===== src/rtl/press_classifier_pkg.sv =====
// Shared types and timing defaults for the press classifier.
// States, default window/guard lengths and a small elaboration helper.
package press_classifier_pkg;

    typedef enum logic [1:0] {
        S_IDLE  = 2'b00,
        S_WAIT2 = 2'b01,
        S_GUARD = 2'b10
    } state_t;

    localparam int CLK_HZ    = 5000000;
    localparam int WINDOW_MS = 300;
    localparam int GUARD_MS  = 100;

    localparam int WINDOW_CYC = (CLK_HZ / 1000) * WINDOW_MS;
    localparam int GUARD_CYC  = (CLK_HZ / 1000) * GUARD_MS;

    function automatic int max_i(input int a, input int b);
        return (a > b) ? a : b;
    endfunction

endpackage


===== src/rtl/press_classifier_if.sv =====
// Press/clear inputs and classified-event outputs of the classifier.
// master drives presses and observes events; slave is the classifier.
interface press_classifier_if #(
    parameter int COUNT_W = 8
);
    logic               press;
    logic               clr;
    logic               single_evt;
    logic               double_evt;
    logic [COUNT_W-1:0] press_count;
    logic               busy;

    modport master (
        output press, clr,
        input  single_evt, double_evt, press_count, busy
    );

    modport slave (
        input  press, clr,
        output single_evt, double_evt, press_count, busy
    );
endinterface


===== src/rtl/press_classifier_gesture_timer.sv =====
// Clear/enable up-counter with a terminal-count flag against a
// selectable last value; clear has priority over enable.
module gesture_timer #(
    parameter int W = 4
) (
    input  logic         clk,
    input  logic         rst_n,
    input  logic         i_clr,
    input  logic         i_en,
    input  logic [W-1:0] i_last,
    output logic         o_tc
);
    logic [W-1:0] r_cnt;

    always_ff @(posedge clk or negedge rst_n) begin
        if (!rst_n) begin
            r_cnt <= '0;
        end else if (i_clr) begin
            r_cnt <= '0;
        end else if (i_en) begin
            r_cnt <= r_cnt + 1'b1;
        end
    end

    assign o_tc = (r_cnt == i_last);
endmodule


===== src/rtl/press_classifier.sv =====
// Classifies clean press pulses into single/double gestures with a
// post-double holdoff, and counts every press.
module press_classifier
    import press_classifier_pkg::*;
#(
    parameter int WINDOW  = WINDOW_CYC,
    parameter int GUARD   = GUARD_CYC,
    parameter int COUNT_W = 8
) (
    input  logic         clk5,
    input  logic         reset,
    press_classifier_if.slave bus
);
    localparam int TW = $clog2(max_i(WINDOW, GUARD));
    localparam logic [TW-1:0] W_LAST = TW'(WINDOW - 1);
    localparam logic [TW-1:0] G_LAST = TW'(GUARD - 1);

    state_t             r_state;
    logic               r_single;
    logic               r_double;
    logic               r_busy;
    logic [COUNT_W-1:0] r_cnt;

    logic          w_tclr;
    logic          w_ten;
    logic          w_tc;
    logic [TW-1:0] w_last;

    // Timer restarts on every phase change and idles at zero in IDLE
    always_comb begin
        w_last = (r_state == S_GUARD) ? G_LAST : W_LAST;
        w_ten  = (r_state != S_IDLE);
        w_tclr = 1'b1;
        case (r_state)
            S_WAIT2: w_tclr = bus.press | w_tc;
            S_GUARD: w_tclr = w_tc;
            default: w_tclr = 1'b1;
        endcase
    end

    gesture_timer #(
        .W(TW)
    ) u_timer (
        .clk    (clk5),
        .rst_n  (reset),
        .i_clr  (w_tclr),
        .i_en   (w_ten),
        .i_last (w_last),
        .o_tc   (w_tc)
    );

    always_ff @(posedge clk5 or negedge reset) begin
        if (!reset) begin
            r_state  <= S_IDLE;
            r_single <= 1'b0;
            r_double <= 1'b0;
            r_busy   <= 1'b0;
        end else begin
            r_single <= 1'b0;
            r_double <= 1'b0;
            case (r_state)
                S_IDLE: begin
                    if (bus.press) begin
                        r_state <= S_WAIT2;
                        r_busy  <= 1'b1;
                    end
                end
                S_WAIT2: begin
                    // a press on the last window cycle still wins
                    if (bus.press) begin
                        r_double <= 1'b1;
                        r_state  <= S_GUARD;
                    end else if (w_tc) begin
                        r_single <= 1'b1;
                        r_state  <= S_IDLE;
                        r_busy   <= 1'b0;
                    end
                end
                S_GUARD: begin
                    if (w_tc) begin
                        r_state <= S_IDLE;
                        r_busy  <= 1'b0;
                    end
                end
                default: begin
                    r_state <= S_IDLE;
                    r_busy  <= 1'b0;
                end
            endcase
        end
    end

    always_ff @(posedge clk5 or negedge reset) begin
        if (!reset) begin
            r_cnt <= '0;
        end else if (bus.clr) begin
            r_cnt <= bus.press ? COUNT_W'(1) : '0;
        end else if (bus.press) begin
            r_cnt <= r_cnt + 1'b1;
        end
    end

    assign bus.single_evt  = r_single;
    assign bus.double_evt  = r_double;
    assign bus.busy        = r_busy;
    assign bus.press_count = r_cnt;
endmodule


===== src/flat_wrapper.sv =====
// flat-port wrapper written by rule: the top's interface ports become plain ports
module press_classifier_flat import press_classifier_pkg::*;
#(
    parameter int WINDOW  = WINDOW_CYC,
    parameter int GUARD   = GUARD_CYC,
    parameter int COUNT_W = 8
)
  (clk5, reset, bus_press, bus_clr, bus_single_evt, bus_double_evt, bus_press_count, bus_busy);
  press_classifier_if #(.COUNT_W(COUNT_W)) bus_i ();
  input  logic clk5;
  input  logic reset;
  input wire logic [$bits(bus_i.press)-1:0] bus_press;
  input wire logic [$bits(bus_i.clr)-1:0] bus_clr;
  output wire logic [$bits(bus_i.single_evt)-1:0] bus_single_evt;
  output wire logic [$bits(bus_i.double_evt)-1:0] bus_double_evt;
  output wire logic [$bits(bus_i.press_count)-1:0] bus_press_count;
  output wire logic [$bits(bus_i.busy)-1:0] bus_busy;
  assign bus_i.press = bus_press;
  assign bus_i.clr = bus_clr;
  assign bus_single_evt = bus_i.single_evt;
  assign bus_double_evt = bus_i.double_evt;
  assign bus_press_count = bus_i.press_count;
  assign bus_busy = bus_i.busy;
  press_classifier #(.WINDOW(WINDOW), .GUARD(GUARD), .COUNT_W(COUNT_W)) u_core (.clk5(clk5), .reset(reset), .bus(bus_i));
endmodule

===== config.mk =====
export PLATFORM = sky130hd
export DESIGN_NAME = press_classifier_flat
export DESIGN_NICKNAME = d
export VERILOG_FILES = /design/src/rtl/press_classifier_pkg.sv /design/src/rtl/press_classifier_if.sv /design/src/rtl/press_classifier_gesture_timer.sv /design/src/rtl/press_classifier.sv /design/src/flat_wrapper.sv
export SDC_FILE = /design/constraint.sdc
export NUM_CORES = 1
export LEC_CHECK = 0
export CAP_MARGIN = 20
export CORE_ASPECT_RATIO = 0.9
export CORE_UTILIZATION = 50
export CTS_BUF_LIST = sky130_fd_sc_hd__clkbuf_8
export DETAILED_ROUTE_END_ITERATION = 6
export GPL_ROUTABILITY_DRIVEN = 0
export GPL_TIMING_DRIVEN = 0
export PLACE_DENSITY = 0.76
export SYNTH_ARGS = -nofsm -noshare
export SYNTH_HDL_FRONTEND = slang
export SYNTH_HIERARCHICAL = 1
export SYNTH_SLANG_ARGS = --single-unit

===== constraint.sdc =====
create_clock -name clk5 -period 3.8 [get_ports clk5]
set_input_delay 0.38 -clock clk5 [delete_from_list [all_inputs] [get_ports clk5]]
set_output_delay 0.38 -clock clk5 [all_outputs]
set_load 0.02 [all_outputs]

==> results of run 1 <==
## power by group
group          switching, mW  total [mW]  internal [mW]  leakage, nW
clock network          0.126       0.269          0.143       0.0524
registers            0.00528       0.371          0.366        0.452
logic                 0.0281      0.0472         0.0191        0.581
total                  0.159       0.687          0.528         1.09
## worst register-to-register path, delay by kind of cell, from the launching register on
| family | cells | cell delay [ps] |
|---|---|---|
| AND/OR/NAND/NOR | 6 | 1640 |
| AO/OA/AOI/OAI | 3 | 590 |
| buffers and inverters | 3 | 440 |
| flip-flops | 1 | 410 |
| adder cells (fa/ha/maj) | 1 | 210 |
| XOR/XNOR | 1 | 180 |
## worst paths after layout
| check | startpoint | end | slack (ps) | depth (start not counted) |
|---|---|---|---|---|
| min reg2reg | u_core/bus.busy | u_core/bus.busy | 520 | 1 |
| max reg2reg | u_core/r_state[0] | u_core/u_timer/r_cnt[13] | 240 | 14 |
| min | reset | u_core/bus.press_count[3] | 160 | 1 |
| max in group asynchronous | reset | u_core/u_timer/r_cnt[8] | 3180 | 1 |
| min in group clk5 | bus_clr | u_core/bus.press_count[6] | 290 | 2 |
| max | u_core/r_state[0] | u_core/u_timer/r_cnt[13] | 240 | 14 |
## timing repair
| action | CTS | global route |
|---|---|---|
| endpoints found under the setup margin | 8 | 7 |
| resized for setup | 3 | 2 |
| setup buffers | 0 | 5 |
| pin swaps | 0 | 2 |
## cells in the mapped netlist (all sizes together)
master / number
dfrtp: 34
or3: 9
nor4: 6
xnor2: 11
buf: 4
o32a: 1
o31ai: 2
xor2: 26
a31oi: 1
nor2b: 2
nor2: 20
o2bb2ai: 1
nor3: 3
o22ai: 1
nand2: 11
nand4: 12
and2: 2
and4: 2
o41ai: 1
mux2i: 2
or4: 3
nand3: 8
ha: 7
and3: 2
o21ai: 9
dlygate4sd1: 1
clkbuf: 3
conb: 2
nand2b: 1
o2111ai: 1
mux2: 1
o211ai: 1
a21oi: 11
inv: 10
## cell type report
class | count | area, um^2 | area share
clock inverter | 2 | 8.76 | 0.00365
clock buffer | 6 | 82.6 | 0.0344
sequential | 34 | 851 | 0.355
buffer | 8 | 61.3 | 0.0255
timing repair buffer | 18 | 163 | 0.0678
tap | 46 | 57.6 | 0.0240
multi-input combinational | 173 | 1140 | 0.474
inverter | 10 | 37.5 | 0.0156
## per-layer routing
metal / wire length (um) / track usage / share of wire
met5: 0 / 0 / 0
met1: 1930 / 0.276 / 0.49
met3: 108 / 0.0547 / 0.028
met2: 1820 / 0.304 / 0.47
met4: 46 / 0.0787 / 0.012
## flip-flops by register name (all words and copies together) (netlist names)
signal,cells
u_core/u_timer/r_cnt,21
u_core/bus.busy,1
u_core/bus.press_count,8
u_core/bus.double_evt,1
u_core/r_state,2
u_core/bus.single_evt,1
## through the flow
stage,total power [mW],setup slack (ps),instances
finish,0.687,241,297
global route,0.715,-6.54,297
CTS,0.696,36.3,292
detailed placement,0.424,-352,284
global placement,0.424,-294,284
floorplan,0.404,333,225
## logic make-up after synthesis
group / after synthesis / share of synthesized area
AO/OA/AOI/OAI: 29 / 0.0886
adder cells (fa/ha/maj): 7 / 0.0437
XOR/XNOR: 37 / 0.162
buffers and inverters: 18 / 0.0493
AND/OR/NAND/NOR: 81 / 0.213
flip-flops: 34 / 0.424
other: 2 / 0.00374
multiplexers: 3 / 0.0156
==> impl_metrics.csv, run 1 <==
group,metric,value,unit
sta,max_freq,0.281,GHz
setup_path,worstSetupPathType,"reg2reg",
global_route,grt_pass1_wl,6100,um
sta,fin_hold_ws,156,ps
sta,finClkSkew,3.55,ps
yosys,yosysWarnings,6,
drt,routed-via-count,1575,
yosys,syn_area,2010,um^2
setup_path,start_kind,"flip-flop",
setup_path,cp_top_family,"simple AND/OR/NAND/NOR gates",
floorplanning,dieArea,4270,um^2
clock_tree,clk_pin_slew,70,ps
floorplanning,pin_count,15,
floorplanning,die_h,62.1,um
yosys,netlist_instances,211,
outcome,outcome,"complete, no violations",
sta,fin_setup_tns,0,ps
drt,ant_nets,0,
finish,fin_util,0.634,
sta,tightest_slew,733,ps
global_route,grt-ovfl-total,0,
yosys,synth_top_area_share,0.424,
yosys,yosysTopAreaCell,"dfrtp_1",
setup_path,cp_slowest_cell,"or4_1",
power_and_ir_drop,power_leakage,1.09,nW
setup_path,critPathBufInv,3,
finish,final_common_cell,"dfrtp_1",
global_route,grt_usage,0.201,
yosys,syn_area_per_cell,9.51,um^2
clock_tree,cts-root-buf,"clkbuf_8",
clock_tree,cts.sinks,34,
finish,finalNetCount,261,
setup_path,endpoint_kind,"flip-flop",
drt,wl_per_cell,13.1,um
finish,final_area,2400,um^2
finish,syn2layout_area_growth,19.7,%
global_route,grt_max_degree,35,
worst_hold_path,min_path_type,"in2async",
sta,max_slew_margin,0.511,
floorplanning,rows,21,
finish,final_cell_mix,"dfrtp_1 (34), xor2_1 (26), nor2_1 (20)",
floorplanning,start_util,0.530,
clock_tree,clk_path_buf_depth,2,
drt,first_iter_violations,72,
power_and_ir_drop,powerDensity,286,nW/um^2
sta,finalCritPeriodShare,0.937,
floorplanning,die_w,68.8,um
clock_tree,cts_tree,"yes",
setup_path,critical-path-max-stage-delay,490,ps
flow_run,drv_cap,0,
drt,firstDrtPassIters,4,
setup_path,cp_cell_sequence,"inv_1 -> ha_1 -> inv_1 -> xor2_1 -> nor4_1 -> nand4_1 -> nor4_4 -> nor2_1 -> o21ai_2 -> o2111ai_4 -> or4_1 -> buf_2 -> or3_1 -> a21oi_1",
place,dp_hpwl,2780,um
clock_tree,cts_buffers,5,
sta,final-setup-viol-count,0,
global_route,antenna_found_initial,0,
setup_path,arrival,3770,ps
global_route,grt_pass1_vias,1359,
yosys,synth.top_cells.by_area,"dfrtp_1 (42%), xor2_1 (11%), xnor2_1 (4.8%), ha_1 (4.4%), nand4_1 (3.7%)",
finish,nFillCells,322,
drt,route.final.wire_length,3900,um
sta,finalMaxSlewViolations,0,
clock_tree,htree_levels,2,
sta,period_minus_slack,3560,ps
clock_tree,insertion_delay,280,ps
sta,hold_viol,0,
drt,route.detailed.drc,0,
power_and_ir_drop,ir_worst_vdd,242,uV
yosys,yosysUniqueCellTypes,40,
setup_path,worst_ep_required_time,4010,ps
finish,final_layout_size_suffix_gt1_frac,0.0996,
drt,drt-vias-per-instance,5.30,
yosys,ys_ff_latch,34,
floorplanning,coreArea,3780,um^2
yosys,seq_area_frac_synth,0.424,
place,postPlaceCellArea,2240,um^2
clock_tree,ctsHoldBuffers,0,
setup_path,crit_top_cell,"inv_1",
place,io_buffers,13,
finish,antenna_cells,0,
setup_path,crit_fanout,8,
Power figures use the tool's default switching activity.
==> inputs of run 2 (changes only) <==
--- a/config.mk
+++ b/config.mk
@@ -5,14 +5,14 @@
 export SDC_FILE = /design/constraint.sdc
 export NUM_CORES = 1
 export LEC_CHECK = 0
+export ABC_AREA = 1
 export CAP_MARGIN = 20
-export CORE_ASPECT_RATIO = 0.9
 export CORE_UTILIZATION = 50
 export CTS_BUF_LIST = sky130_fd_sc_hd__clkbuf_8
 export DETAILED_ROUTE_END_ITERATION = 6
 export GPL_ROUTABILITY_DRIVEN = 0
 export GPL_TIMING_DRIVEN = 0
-export PLACE_DENSITY = 0.76
+export PLACE_DENSITY = 0.75
 export SYNTH_ARGS = -nofsm -noshare
 export SYNTH_HDL_FRONTEND = slang
 export SYNTH_HIERARCHICAL = 1
==> run 2 against run 1 <==
- core utilization shrank 2.6 points
- wire length rose by 22%
- power increased by 70%
- register-to-register slack better by 450 ps
- global-route usage up 1.4 points
- worst setup slack improved by 450 ps
- highest routed layer unchanged
- maximum frequency rose by 15%
- via count is 33% higher
- first-iteration DRC count rose by 5.6%
- die area increased by 15%
- largest power group is now combinational cells
- final area up 12%
==> impl_metrics.csv, run 2 <==
group,metric,value,unit
clock_tree,ctsHoldBuffers,0,
sta,max_freq,0.322,GHz
finish,final_cell_mix,"nand2_1 (91), nor2_1 (59), inv_1 (41)",
sta,fin_setup_tns,0,ps
clock_tree,cts_buffers,5,
sta,period_minus_slack,3110,ps
global_route,grt_pass1_wl,8340,um
yosys,seq_area_frac_synth,0.367,
floorplanning,coreArea,4410,um^2
yosys,synthArstFlopShare,1.00,
floorplanning,start_util,0.525,
place,dp.cells,422,
clock_tree,ctsResizeCount,0,
clock_tree,cts_tree,"yes",
yosys,synth_edf_count,0,
finish,largest_reg_flops,21,
global_route,grt-ovfl-total,0,
setup_path,r2r.worst_path.cells,17,
sta,rsz0062_at_grt,"no",
drt,wl_per_cell,11.1,um
sta,finClkSkew,5.80,ps
finish,finalNetCount,388,
finish,syn2layout_area_growth,16.0,%
place,postPlaceCellArea,2590,um^2
yosys,ys_ff_latch,34,
setup_path,critical-path-max-stage-delay,430,ps
sta,finalMaxSlewViolations,0,
setup_path,worstSetupPathType,"reg2reg",
floorplanning,rows,24,
yosys,yosysUniqueCellTypes,28,
drt,routed-via-count,2098,
global_route,antenna_found_initial,0,
setup_path,worst_ep_required_time,3980,ps
finish,antenna_cells,0,
sta,hold_viol,0,
drt,first_iter_violations,76,
clock_tree,cts.sinks,34,
setup_path,cp_slowest_cell,"dfrtp_1",
setup_path,cp_cell_sequence,"inv_1 -> ha_1 -> inv_1 -> inv_1 -> nand2_1 -> nand2_1 -> nor2_1 -> nand2_1 -> nor2_1 -> nand2_1 -> nor2_1 -> inv_1 -> o211ai_1 -> clkinv_1 -> buf_2 -> nand2_1 -> nor2_1",
setup_path,crit_fanout,10,
flow_run,drv_cap,0,
sta,layout_setup_ws,692,ps
yosys,yosysWarnings,6,
global_route,grt_max_degree,35,
setup_path,r2r_setup_slack,690,ps
setup_path,r2r_end,"u_core/u_timer/r_cnt[20]",
floorplanning,die_w,70.1,um
power_and_ir_drop,total_power,1.17,mW
floorplanning,dieArea,4910,um^2
yosys,synth.top_cells.by_area,"dfrtp_1 (37%), nand2_1 (15%), nor2_1 (9.6%), inv_1 (6.5%), xnor2_1 (4.5%)",
setup_path,r2r_start,"u_core/r_state[0]",
drt,ant_nets,0,
clock_tree,insertion_delay,290,ps
sta,finalCritPeriodShare,0.818,
drt,drt-vias-per-instance,4.88,
yosys,yosysTopAreaCell,"dfrtp_1",
place,place_ws,679,ps
floorplanning,pin_count,15,
setup_path,arrival,3290,ps
sta,tightest_slew,766,ps
finish,final_area,2690,um^2
place,dp_hpwl,3500,um
yosys,synth_top_area_share,0.367,
drt,firstDrtPassIters,4,
drt,route.detailed.drc,0,
outcome,outcome,"complete, no violations",
setup_path,endpoint_kind,"flip-flop",
yosys,syn_area,2320,um^2
finish,top_register,"u_core/u_timer/r_cnt",
power_and_ir_drop,ir_worst_vdd,232,uV
power_and_ir_drop,powerDensity,435,nW/um^2
setup_path,start_kind,"flip-flop",
clock_tree,clk_pin_slew,70,ps
global_route,grt_pass1_vias,1931,
yosys,synth_ff_type,"dfrtp_1",
yosys,syn_area_per_cell,6.91,um^2
clock_tree,cts-root-buf,"clkbuf_8",
clock_tree,clk_path_buf_depth,2,
yosys,synth_most_common_cell,"nand2_1",
power_and_ir_drop,power_leakage,1.21,nW
clock_tree,post-cts-setup-buffers,0,
sta,final-setup-viol-count,0,
global_route,grt_usage,0.215,
sta,max_slew_margin,0.489,
drt,route.final.wire_length,4760,um
setup_path,crit_top_cell,"nand2_1",
place,io_buffers,14,
floorplanning,die_h,70.1,um
finish,fin_cells,430,
worst_hold_path,min_path_type,"in2async",
yosys,netlist_instances,335,
finish,final_common_cell,"nand2_1",
finish,final_layout_size_suffix_gt1_frac,0.111,
yosys,synth_commonest_cells,"nand2_1 (91), nor2_1 (59), inv_1 (40), dfrtp_1 (34), nand3_1 (16)",
clock_tree,htree_levels,2,
## run 2: changes by cell type in the layout (fill, tap and decap cells not counted), moves of 6 or more
cell,delta
nand2_1,+80
nor2_1,+39
inv_1,+30
xor2_1,-25
nand4_1,-9
nor2_2,+9
nand3_1,+8
or3_1,-8
buf_4,-7
conb_1,+7
nand2_2,+7
nor2_4,+6
## run 2: layout make-up
class / instances / area (um^2)
timing repair buffer: 14 / 135
tap: 52 / 65.1
fill: 434 / 1730
clock buffer: 6 / 82.6
multi-input combinational: 275 / 1360
buffer: 3 / 15.0
sequential: 34 / 851
clock inverter: 2 / 8.76
inverter: 44 / 165
## run 2: kinds of logic after synthesis
family,count (synthesis),share of synthesized area
AOI/OAI and AO/OA,31,0.0719
xor gates and xnor gates,13,0.0492
adders and majority gates,7,0.0378
buffers and inverters,47,0.0778
DFF,34,0.367
other,2,0.00324
and+or+nand+nor,201,0.393
## run 2: routing by layer
layer	wire [um]	share of wire	GRT usage
met5	0	0	0
met4	80	0.017	0.0867
met3	149	0.031	0.0476
met2	2300	0.48	0.372
met1	2220	0.47	0.259
## run 2: report_power, final
part           leakage, nW  internal, mW  total [mW]  switching, mW
clock               0.0524         0.144       0.280          0.136
sequential           0.466         0.393       0.425         0.0324
combinational        0.695         0.159       0.464          0.305
total                 1.21         0.695        1.17          0.474
## run 2: how the worst max path moves through the flow
stage,cells after the start,startpoint,to
6_report,17,u_core/r_state[0],u_core/u_timer/r_cnt[20]
5_1_grt,17,u_core/r_state[0],u_core/u_timer/r_cnt[17]
4_1_cts,17,u_core/r_state[0],u_core/u_timer/r_cnt[13]
3_5_place_dp,17,u_core/r_state[0],u_core/u_timer/r_cnt[20]
3_3_place_gp,17,u_core/r_state[0],u_core/u_timer/r_cnt[6]
2_1_floorplan,20,u_core/r_state[0],u_core/u_timer/r_cnt[13]
## run 2: metrics by stage
step	utilization	hold WS (ps)
CTS	0.609	187
finish	0.609	161
detailed placement	0.588	475
global placement	0.589	467
floorplan	-	84.4
global route	0.609	219
## run 2: worst max-delay path: cells and delay by family, from the launching register on
kind / cells / cell delay [ps]
buf+inv: 6 / 1200
compound gates: 1 / 430
simple gates: 9 / 700
flops: 1 / 430
fa+ha+maj: 1 / 220
